File: config.mk
export PLATFORM = sky130hd
export DESIGN_NAME = game_flow_ctrl_flat
export DESIGN_NICKNAME = d
export VERILOG_FILES = /design/src/rtl/game_flow_ctrl_if.sv /design/src/rtl/game_flow_ctrl.sv /design/src/flat_wrapper.sv
export SDC_FILE = /design/constraint.sdc
export NUM_CORES = 1
export LEC_CHECK = 0
export ABC_AREA = 1
export BUFFER_PORTS_ARGS = -buffer_cell sky130_fd_sc_hd__clkbuf_2
export CELL_PAD_IN_SITES_DETAIL_PLACEMENT = 1
export CELL_PAD_IN_SITES_GLOBAL_PLACEMENT = 2
export CORE_MARGIN = 5
export CORE_UTILIZATION = 34
export CTS_BUF_LIST = sky130_fd_sc_hd__clkbuf_16
export DETAILED_ROUTE_END_ITERATION = 8
export HOLD_SLACK_MARGIN = 0.03
export PLACE_DENSITY_LB_ADDON = 0.1
export SYNTH_ARGS = -nofsm -noshare
export SYNTH_HDL_FRONTEND = slang
export SYNTH_SLANG_ARGS = --single-unit
File: constraint.sdc
create_clock -name clk40 -period 3.3 [get_ports clk40]
set_input_delay 0.33 -clock clk40 [delete_from_list [all_inputs] [get_ports clk40]]
set_output_delay 0.33 -clock clk40 [all_outputs]
set_load 0.005 [all_outputs]
File: src/rtl/game_flow_ctrl_if.sv
// rtl/game_flow_ctrl_if.sv - player/frame/hit inputs and flow pulses of game_flow_ctrl
//
// Purpose: groups the game-flow controller's stimulus inputs and its
// screen-selection / HUD outputs so they travel as one bundle.
// Signals:
//   btn_in     raw asynchronous player button, active-high
//   vsync_in   game-path vsync, clk40 domain
//   hit        one-cycle strobe: player lost a life
//   start      one-cycle pulse: leave START
//   restart    one-cycle pulse: leave END
//   end_game   one-cycle pulse: leave GAME
//   phase      current phase (START=00, GAME=01, END=11)
//   lives_left remaining lives
//   time_left  remaining frames in the round
// Modports: master drives the inputs and observes the outputs,
//           slave is the controller itself.

interface game_flow_ctrl_if;
  logic        btn_in;
  logic        vsync_in;
  logic        hit;
  logic        start;
  logic        restart;
  logic        end_game;
  logic [1:0]  phase;
  logic [1:0]  lives_left;
  logic [10:0] time_left;

  modport master (
    output btn_in, vsync_in, hit,
    input  start, restart, end_game, phase, lives_left, time_left
  );

  modport slave (
    input  btn_in, vsync_in, hit,
    output start, restart, end_game, phase, lives_left, time_left
  );
endinterface

File: src/rtl/game_flow_ctrl.sv
// rtl/game_flow_ctrl.sv - START/GAME/END flow controller feeding the screen multiplexer
//
// Purpose: debounces the player button and turns it, the game-frame vsync and
// the hit strobe into one-cycle start/restart/end_game pulses, while tracking
// the phase itself and publishing remaining lives and time for the HUD.
// Optional feature: define GAME_TIMER_EN to build the frame-tick round timer;
// without it time_left is held at 0, vsync_in is ignored and only lives end a
// round.
// Ports:
//   clk40  system clock, 40 MHz
//   rst_n  synchronous active-low reset
//   gf     game_flow_ctrl_if.slave (btn_in, vsync_in, hit in;
//          start, restart, end_game, phase, lives_left, time_left out)
// Parameters:
//   DEBOUNCE_CYCLES  stable cycles needed to accept a button level (>= 2)
//   GAME_FRAMES      frames per round (1..2047)
//   LIVES            lives per round (1..3)

module game_flow_ctrl #(
  parameter int DEBOUNCE_CYCLES = 400000,
  parameter int GAME_FRAMES     = 1800,
  parameter int LIVES           = 3
) (
  input  logic             clk40,
  input  logic             rst_n,
  game_flow_ctrl_if.slave  gf
);

  localparam int CNT_W = $clog2(DEBOUNCE_CYCLES);
  localparam logic [CNT_W-1:0] CNT_LAST = CNT_W'(DEBOUNCE_CYCLES - 1);

  typedef enum logic [1:0] {
    PH_START = 2'b00,
    PH_GAME  = 2'b01,
    PH_END   = 2'b11
  } phase_t;

  // ---------------------------------------------------------------------
  // Button path: 2-flop synchronizer, debouncer, rising-edge detect
  // ---------------------------------------------------------------------
  logic             btn_meta;
  logic             btn_sync;
  logic             stable;
  logic             stable_d;
  logic [CNT_W-1:0] deb_cnt;
  logic             press;

  always_ff @(posedge clk40) begin
    if (!rst_n) begin
      btn_meta <= 1'b0;
      btn_sync <= 1'b0;
      stable   <= 1'b0;
      stable_d <= 1'b0;
      deb_cnt  <= '0;
    end else begin
      btn_meta <= gf.btn_in;
      btn_sync <= btn_meta;
      stable_d <= stable;
      // Any return to the accepted level restarts the qualification window.
      if (btn_sync == stable) begin
        deb_cnt <= '0;
      end else if (deb_cnt == CNT_LAST) begin
        stable  <= btn_sync;
        deb_cnt <= '0;
      end else begin
        deb_cnt <= deb_cnt + CNT_W'(1);
      end
    end
  end

  // Only the press edge matters; releases are silent.
  assign press = stable & ~stable_d;

  // ---------------------------------------------------------------------
  // Frame tick: registered vsync rising edge
  // ---------------------------------------------------------------------
`ifdef GAME_TIMER_EN
  logic vsync_d;
  logic tick_q;

  always_ff @(posedge clk40) begin
    if (!rst_n) begin
      vsync_d <= 1'b0;
      tick_q  <= 1'b0;
    end else begin
      vsync_d <= gf.vsync_in;
      tick_q  <= gf.vsync_in & ~vsync_d;
    end
  end
`else
  logic vsync_unused;
  assign vsync_unused = gf.vsync_in;
`endif

  // ---------------------------------------------------------------------
  // Phase FSM with registered pulses and counters
  // ---------------------------------------------------------------------
  phase_t      phase_q, phase_d;
  logic        start_q, start_d;
  logic        restart_q, restart_d;
  logic        end_q, end_d;
  logic [1:0]  lives_q, lives_d;
`ifdef GAME_TIMER_EN
  logic [10:0] time_q, time_d;
`endif

  always_ff @(posedge clk40) begin
    if (!rst_n) begin
      phase_q   <= PH_START;
      start_q   <= 1'b0;
      restart_q <= 1'b0;
      end_q     <= 1'b0;
      lives_q   <= 2'(LIVES);
`ifdef GAME_TIMER_EN
      time_q    <= '0;
`endif
    end else begin
      phase_q   <= phase_d;
      start_q   <= start_d;
      restart_q <= restart_d;
      end_q     <= end_d;
      lives_q   <= lives_d;
`ifdef GAME_TIMER_EN
      time_q    <= time_d;
`endif
    end
  end

  always_comb begin
    phase_d   = phase_q;
    start_d   = 1'b0;
    restart_d = 1'b0;
    end_d     = 1'b0;
    lives_d   = lives_q;
`ifdef GAME_TIMER_EN
    time_d    = time_q;
`endif
    case (phase_q)
      PH_START: begin
        if (press) begin
          start_d = 1'b1;
          phase_d = PH_GAME;
          lives_d = 2'(LIVES);
`ifdef GAME_TIMER_EN
          time_d  = 11'(GAME_FRAMES);
`endif
        end
      end
      PH_GAME: begin
        // The cycle carrying start is the reload cycle; events then are dropped.
        if (!start_q) begin
          if (gf.hit && (lives_q != 2'd0)) begin
            lives_d = lives_q - 2'd1;
          end
`ifdef GAME_TIMER_EN
          if (tick_q && (time_q != 11'd0)) begin
            time_d = time_q - 11'd1;
          end
          // A coincident last hit and last tick still yield a single pulse.
          if ((gf.hit && (lives_q == 2'd1)) || (tick_q && (time_q == 11'd1))) begin
            end_d   = 1'b1;
            phase_d = PH_END;
          end
`else
          if (gf.hit && (lives_q == 2'd1)) begin
            end_d   = 1'b1;
            phase_d = PH_END;
          end
`endif
        end
      end
      PH_END: begin
        if (press) begin
          restart_d = 1'b1;
          phase_d   = PH_START;
          lives_d   = 2'(LIVES);
        end
      end
      default: begin
        phase_d = PH_START;
      end
    endcase
  end

  assign gf.start      = start_q;
  assign gf.restart    = restart_q;
  assign gf.end_game   = end_q;
  assign gf.phase      = phase_q;
  assign gf.lives_left = lives_q;
`ifdef GAME_TIMER_EN
  assign gf.time_left  = time_q;
`else
  assign gf.time_left  = 11'd0;
`endif

endmodule

File: src/flat_wrapper.sv
// flat-port wrapper written by rule: the top's interface ports become plain ports
module game_flow_ctrl_flat 
#(
  parameter int DEBOUNCE_CYCLES = 400000,
  parameter int GAME_FRAMES     = 1800,
  parameter int LIVES           = 3
)
  (clk40, rst_n, gf_btn_in, gf_vsync_in, gf_hit, gf_start, gf_restart, gf_end_game, gf_phase, gf_lives_left, gf_time_left);
  game_flow_ctrl_if gf_i ();
  input  logic clk40;
  input  logic rst_n;
  input wire logic [$bits(gf_i.btn_in)-1:0] gf_btn_in;
  input wire logic [$bits(gf_i.vsync_in)-1:0] gf_vsync_in;
  input wire logic [$bits(gf_i.hit)-1:0] gf_hit;
  output wire logic [$bits(gf_i.start)-1:0] gf_start;
  output wire logic [$bits(gf_i.restart)-1:0] gf_restart;
  output wire logic [$bits(gf_i.end_game)-1:0] gf_end_game;
  output wire logic [$bits(gf_i.phase)-1:0] gf_phase;
  output wire logic [$bits(gf_i.lives_left)-1:0] gf_lives_left;
  output wire logic [$bits(gf_i.time_left)-1:0] gf_time_left;
  assign gf_i.btn_in = gf_btn_in;
  assign gf_i.vsync_in = gf_vsync_in;
  assign gf_i.hit = gf_hit;
  assign gf_start = gf_i.start;
  assign gf_restart = gf_i.restart;
  assign gf_end_game = gf_i.end_game;
  assign gf_phase = gf_i.phase;
  assign gf_lives_left = gf_i.lives_left;
  assign gf_time_left = gf_i.time_left;
  game_flow_ctrl #(.DEBOUNCE_CYCLES(DEBOUNCE_CYCLES), .GAME_FRAMES(GAME_FRAMES), .LIVES(LIVES)) u_core (.clk40(clk40), .rst_n(rst_n), .gf(gf_i));
endmodule
Word-level counts from Yosys, hierarchy flattened
Cells that the tools add are included.
- logic and storage cells: 52
- input bits: 5
- register bits after elaboration: 30
- reduce and logical (&&, ||, !) cells: 13
- bitwise logic cells: 5
- equality and inequality tests: 11
- add/subtract/negate cells: 2
- mux-type cells: 11
- operators with widths (operator ; count):
    19-bit by 1-bit adder with 19-bit output, second input constant ; 1
    19-bit equality test, second input constant ; 1
    2-bit two-way mux ; 7
    2-bit by 1-bit != test with 1-bit output, second input constant ; 5
    4-bit AND reduction ; 2
    2-bit case mux with 3 select lines ; 1
    2-bit AND reduction ; 3
    3-bit OR reduction ; 2
    2-bit by 1-bit equality test with 1-bit output, second input constant ; 2
    1-bit NOT ; 4
    2-bit case mux with 2 select lines ; 1
    2-bit nonzero test ; 2
    2-bit equality test, second input constant ; 1
    1-bit logical AND ; 2
    2-bit zero test ; 1
    1-bit two-way mux ; 2
    2-bit != test, second input constant ; 1
    2-bit OR reduction ; 1
    2-bit by 1-bit subtractor with 2-bit output, second input constant ; 1
    1-bit bitwise AND ; 1
    1-bit equality test ; 1

Longest topological paths before layout
- depth in word-level cells: 5
- depth in mapped cells: 9
- depth with buffers taken out: 9

Worst setup path before layout
OpenSTA, ideal clock, no wires.
- kind: reg-to-reg
- from: register u_core.deb_cnt[0]
- to: register u_core.deb_cnt[14]
- path buffers: 1
- cell stages (with the launch flop): 8
- period minus slack after synthesis: 1.346 ns
- data required time: 3.185 ns
- data arrival time: 1.231 ns
- library setup time: 0.115 ns
- path slack: 1.954 ns
- cells stage by stage: dfxtp_1 -> ha_1 -> nand3_4 -> nor2_4 -> nand3_4 -> nand2_4 -> buf_12 -> nor2_2
- cells in the longest elaborated chain, start to end: 2
- ends and longest elaborated chain (item ; RTL line ; source):
    start, declared ; game_flow_ctrl.sv:45 ; logic [CNT_W-1:0] deb_cnt;
    start signal, assigned ; game_flow_ctrl.sv:66 ; deb_cnt <= deb_cnt + CNT_W'(1);
    parallel branches: the longest is 2 deep, another holds 19-bit by 1-bit adder with 19-bit output ; - ;
Several ways; the timed one is not identified.
A chain may end at the register's enable or synchronous reset.

Worst setup path after layout
- from: register u_core.deb_cnt[0]
- to: register u_core.deb_cnt[12]
The elaborated chain is that of the path after synthesis.

==> impl_metrics.tcl <==
set metrics [dict create \
    r2r_slack_ns 1.81 \
    synth-seq-area-share 0.352 \
    num_rows 25 \
    first_global_vias 1376 \
    nFillCells 636 \
    fp.dieW_um 80.8 \
    critPathRequiredTime_ns 3.46 \
    ys_types 28 \
    via_count 1405 \
    grt_max_degree 18 \
    vias_per_cell 4.27 \
    antenna_found_initial 0 \
    syn_to_final_growth_pct 11.7 \
    fin_area_mm2 0.00190 \
    drt_iter0_drc 34 \
    rr_worst_depth 8 \
    p_per_area_mw_per_mm2 512 \
    clkPwrFrac 0.441 \
    die_h_um 80.8 \
    cts_hold_buf 0 \
    gp_congestion 0.742 \
    max_freq_mhz 669 \
    synthTopCellsByArea "dfxtp_1 35%, nand2_1 14%, inv_1 7.5%, nor2_1 7.3%, buf_4 5.3%" \
    synth_top_area_cell "dfxtp_1" \
    fin_nets 272 \
    htreeDepth 2 \
    cts-resized-gates 0 \
    syn_area_per_cell_um2 6.90 \
    core_mm2 0.00479 \
    cts_tree "built" \
    synth_flop_cell "dfxtp_1" \
    crit_end "u_core.deb_cnt[12]$_SDFF_PP0_" \
    fin_crit_sh 0.453 \
    yosys-top-cells-count "64 x nand2_1, 34 x inv_1, 33 x nor2_1, 30 x dfxtp_1" \
    reg2reg_to "u_core.deb_cnt[12]$_SDFF_PP0_" \
    cts_setup_buffers 0 \
    clock_latency_ns 0.28 \
    syn_area_mm2 0.00170 \
    drc 0 \
    start_util 0.356 \
    numCtsBuffers 5 \
    drive_above_1_share 0.153 \
    clock_path_buffers 2 \
    power.leakage_nw 0.776 \
    ir_worst_vdd_uv 215 \
    syn_inst 247 \
    max-cap-violations 0 \
    instances_no_fill 329 \
    drt_pass1_iterations 4 \
    grt-ovfl-total 0 \
    ant_nets 0 \
    status "completed" \
    power.share.switching 0.270 \
    drv_slew 0 \
    routedWlPerCell_um 11.3 \
    ys_warn_count 0 \
    synth_most_common_cell "nand2_1" \
    finalClockSkew_ns 0.00840 \
    path_clk_slew_ns 0.05 \
    endpoint_kind "flip-flop" \
    r2r-start "u_core.deb_cnt[0]$_SDFF_PP0_" \
    internal_power_mw 0.712 \
    hold_viol 0 \
    clkSinkCount 30 \
    ios 23 \
    critical_path.startpoint "u_core.deb_cnt[0]$_SDFF_PP0_" \
    root_buffer "clkbuf_16" \
    placed_area_mm2 0.00177 \
    setup_violations 0 \
    dp_slack_ns 1.79 \
    grt_first_pass_wirelength_um 6420 \
    critPathLaunchType "flip-flop" \
    grt_setup_unrepaired "no" \
    portBuffers 10 \
    grtUsageTotal 0.131 \
    die-area_mm2 0.00653 \
    switchingPower_mw 0.263 \
    antenna_cells 0 \
    synth_top_area_frac 0.352 \
    pwr-share-seq 0.409 \
    synth_edf_count 0 \
    setup_ws_ns 1.81 \
    power_frac_comb 0.149 \
    worst-setup-path-type "flip-flop to flip-flop" \
    routed_wl_um 3720 \
    dp_hpwl_um 2860 \
    fin_tns_setup_ns 0 \
    finalCriticalPeriod_ns 1.49 \
    arrival_ns 1.66 \
    ys_seq_elements 30 \
    async_flop_share 0 \
    fin_util 0.398 \
    worst-path-max-fanout 7 \
    place_inst 321 \
    hold_path.class "input port to flip-flop" \
]
[final cells by class]
type,count,area [um2],share of cell area
Inverter,38,143,0.0750
Multi-Input combinational cell,176,888,0.467
Sequential cell,30,601,0.316
Tap cell,67,83.8,0.0440
Clock buffer,5,125,0.0657
Clock inverter,3,12.5,0.00657
Timing Repair Buffer,10,50.0,0.0263
[worst min-delay path by stage]
stage / cells after the start / start / end
floorplan: 2 / u_core.btn_meta$_SDFF_PN0_ / u_core.btn_sync$_SDFF_PN0_
global placement: 2 / u_core.btn_meta$_SDFF_PN0_ / u_core.btn_sync$_SDFF_PN0_
detailed placement: 2 / u_core.btn_meta$_SDFF_PN0_ / u_core.btn_sync$_SDFF_PN0_
CTS: 3 / gf_btn_in / u_core.btn_meta$_SDFF_PN0_
global route: 3 / gf_btn_in / u_core.btn_meta$_SDFF_PN0_
finish: 3 / gf_btn_in / u_core.btn_meta$_SDFF_PN0_
[metrics by stage]
| stage | total power [mW] | hold WS [ns] |
|---|---|---|
| after floorplan | 0.521 | 0.390 |
| after detailed placement | 0.555 | 0.403 |
| after global routing | 1.04 | 0.285 |
| after CTS | 0.996 | 0.242 |
| final | 0.974 | 0.246 |
| after global placement | 0.555 | 0.394 |
[flip-flops by register name, indices dropped and copies added, names as in the netlist]
signal / flops
u_core.deb_cnt: 19
u_core.gf.end_game: 1
u_core.gf.phase: 2
u_core.gf.lives_left: 2
u_core.gf.start: 1
u_core.stable_d: 1
u_core.stable: 1
u_core.btn_sync: 1
u_core.gf.restart: 1
u_core.btn_meta: 1
[routing by layer]
metal / up-vias / global-route usage / wire, um
met5: - / 0 / 0
met4: 0 / 0.0557 / 68
met3: 6 / 0.0366 / 122
met2: 14 / 0.196 / 1540
met1: 623 / 0.175 / 1980
li1: 762 / - / -
[placed cells by master, fill, tap and decap left out, types with 3 or more instances in the layout]
cell and n:
a21oi_1 6, a21oi_2 3, clkbuf_16 5, clkbuf_2 10, clkinv_1 4, conb_1 11
dfxtp_1 30, ha_1 6, inv_1 35, nand2_1 64, nand3_1 12, nand4_1 6
nor2_1 33, nor2_2 12, o21ai_0 8
[power by group through the flow]
stage / sequential (mW) / combinational [mW] / clock [mW]
floorplan: 0.406 / 0.115 / 0
global placement: 0.406 / 0.148 / 0
detailed placement: 0.407 / 0.147 / 0
CTS: 0.400 / 0.149 / 0.447
global route: 0.402 / 0.174 / 0.463
finish: 0.399 / 0.146 / 0.430
[worst max-delay path: stages (launching register included)]
cell	delay, ns
dfxtp_1	0.38
ha_1	0.26
nand3_4	0.15
nor2_2	0.19
nand2_1	0.13
clkinv_1	0.08
nand3_1	0.06
nand2_1	0.09
nor2_2	0.03
[logic make-up after synthesis]
group	synth area share
and+or+nand+nor	0.372
DFF	0.352
AOI/OAI and AO/OA	0.0654
other	0.00220
buffers and inverters	0.148
adders and majority gates	0.0441
xor gates and xnor gates	0.0154
(Power assumes the default switching activity.)
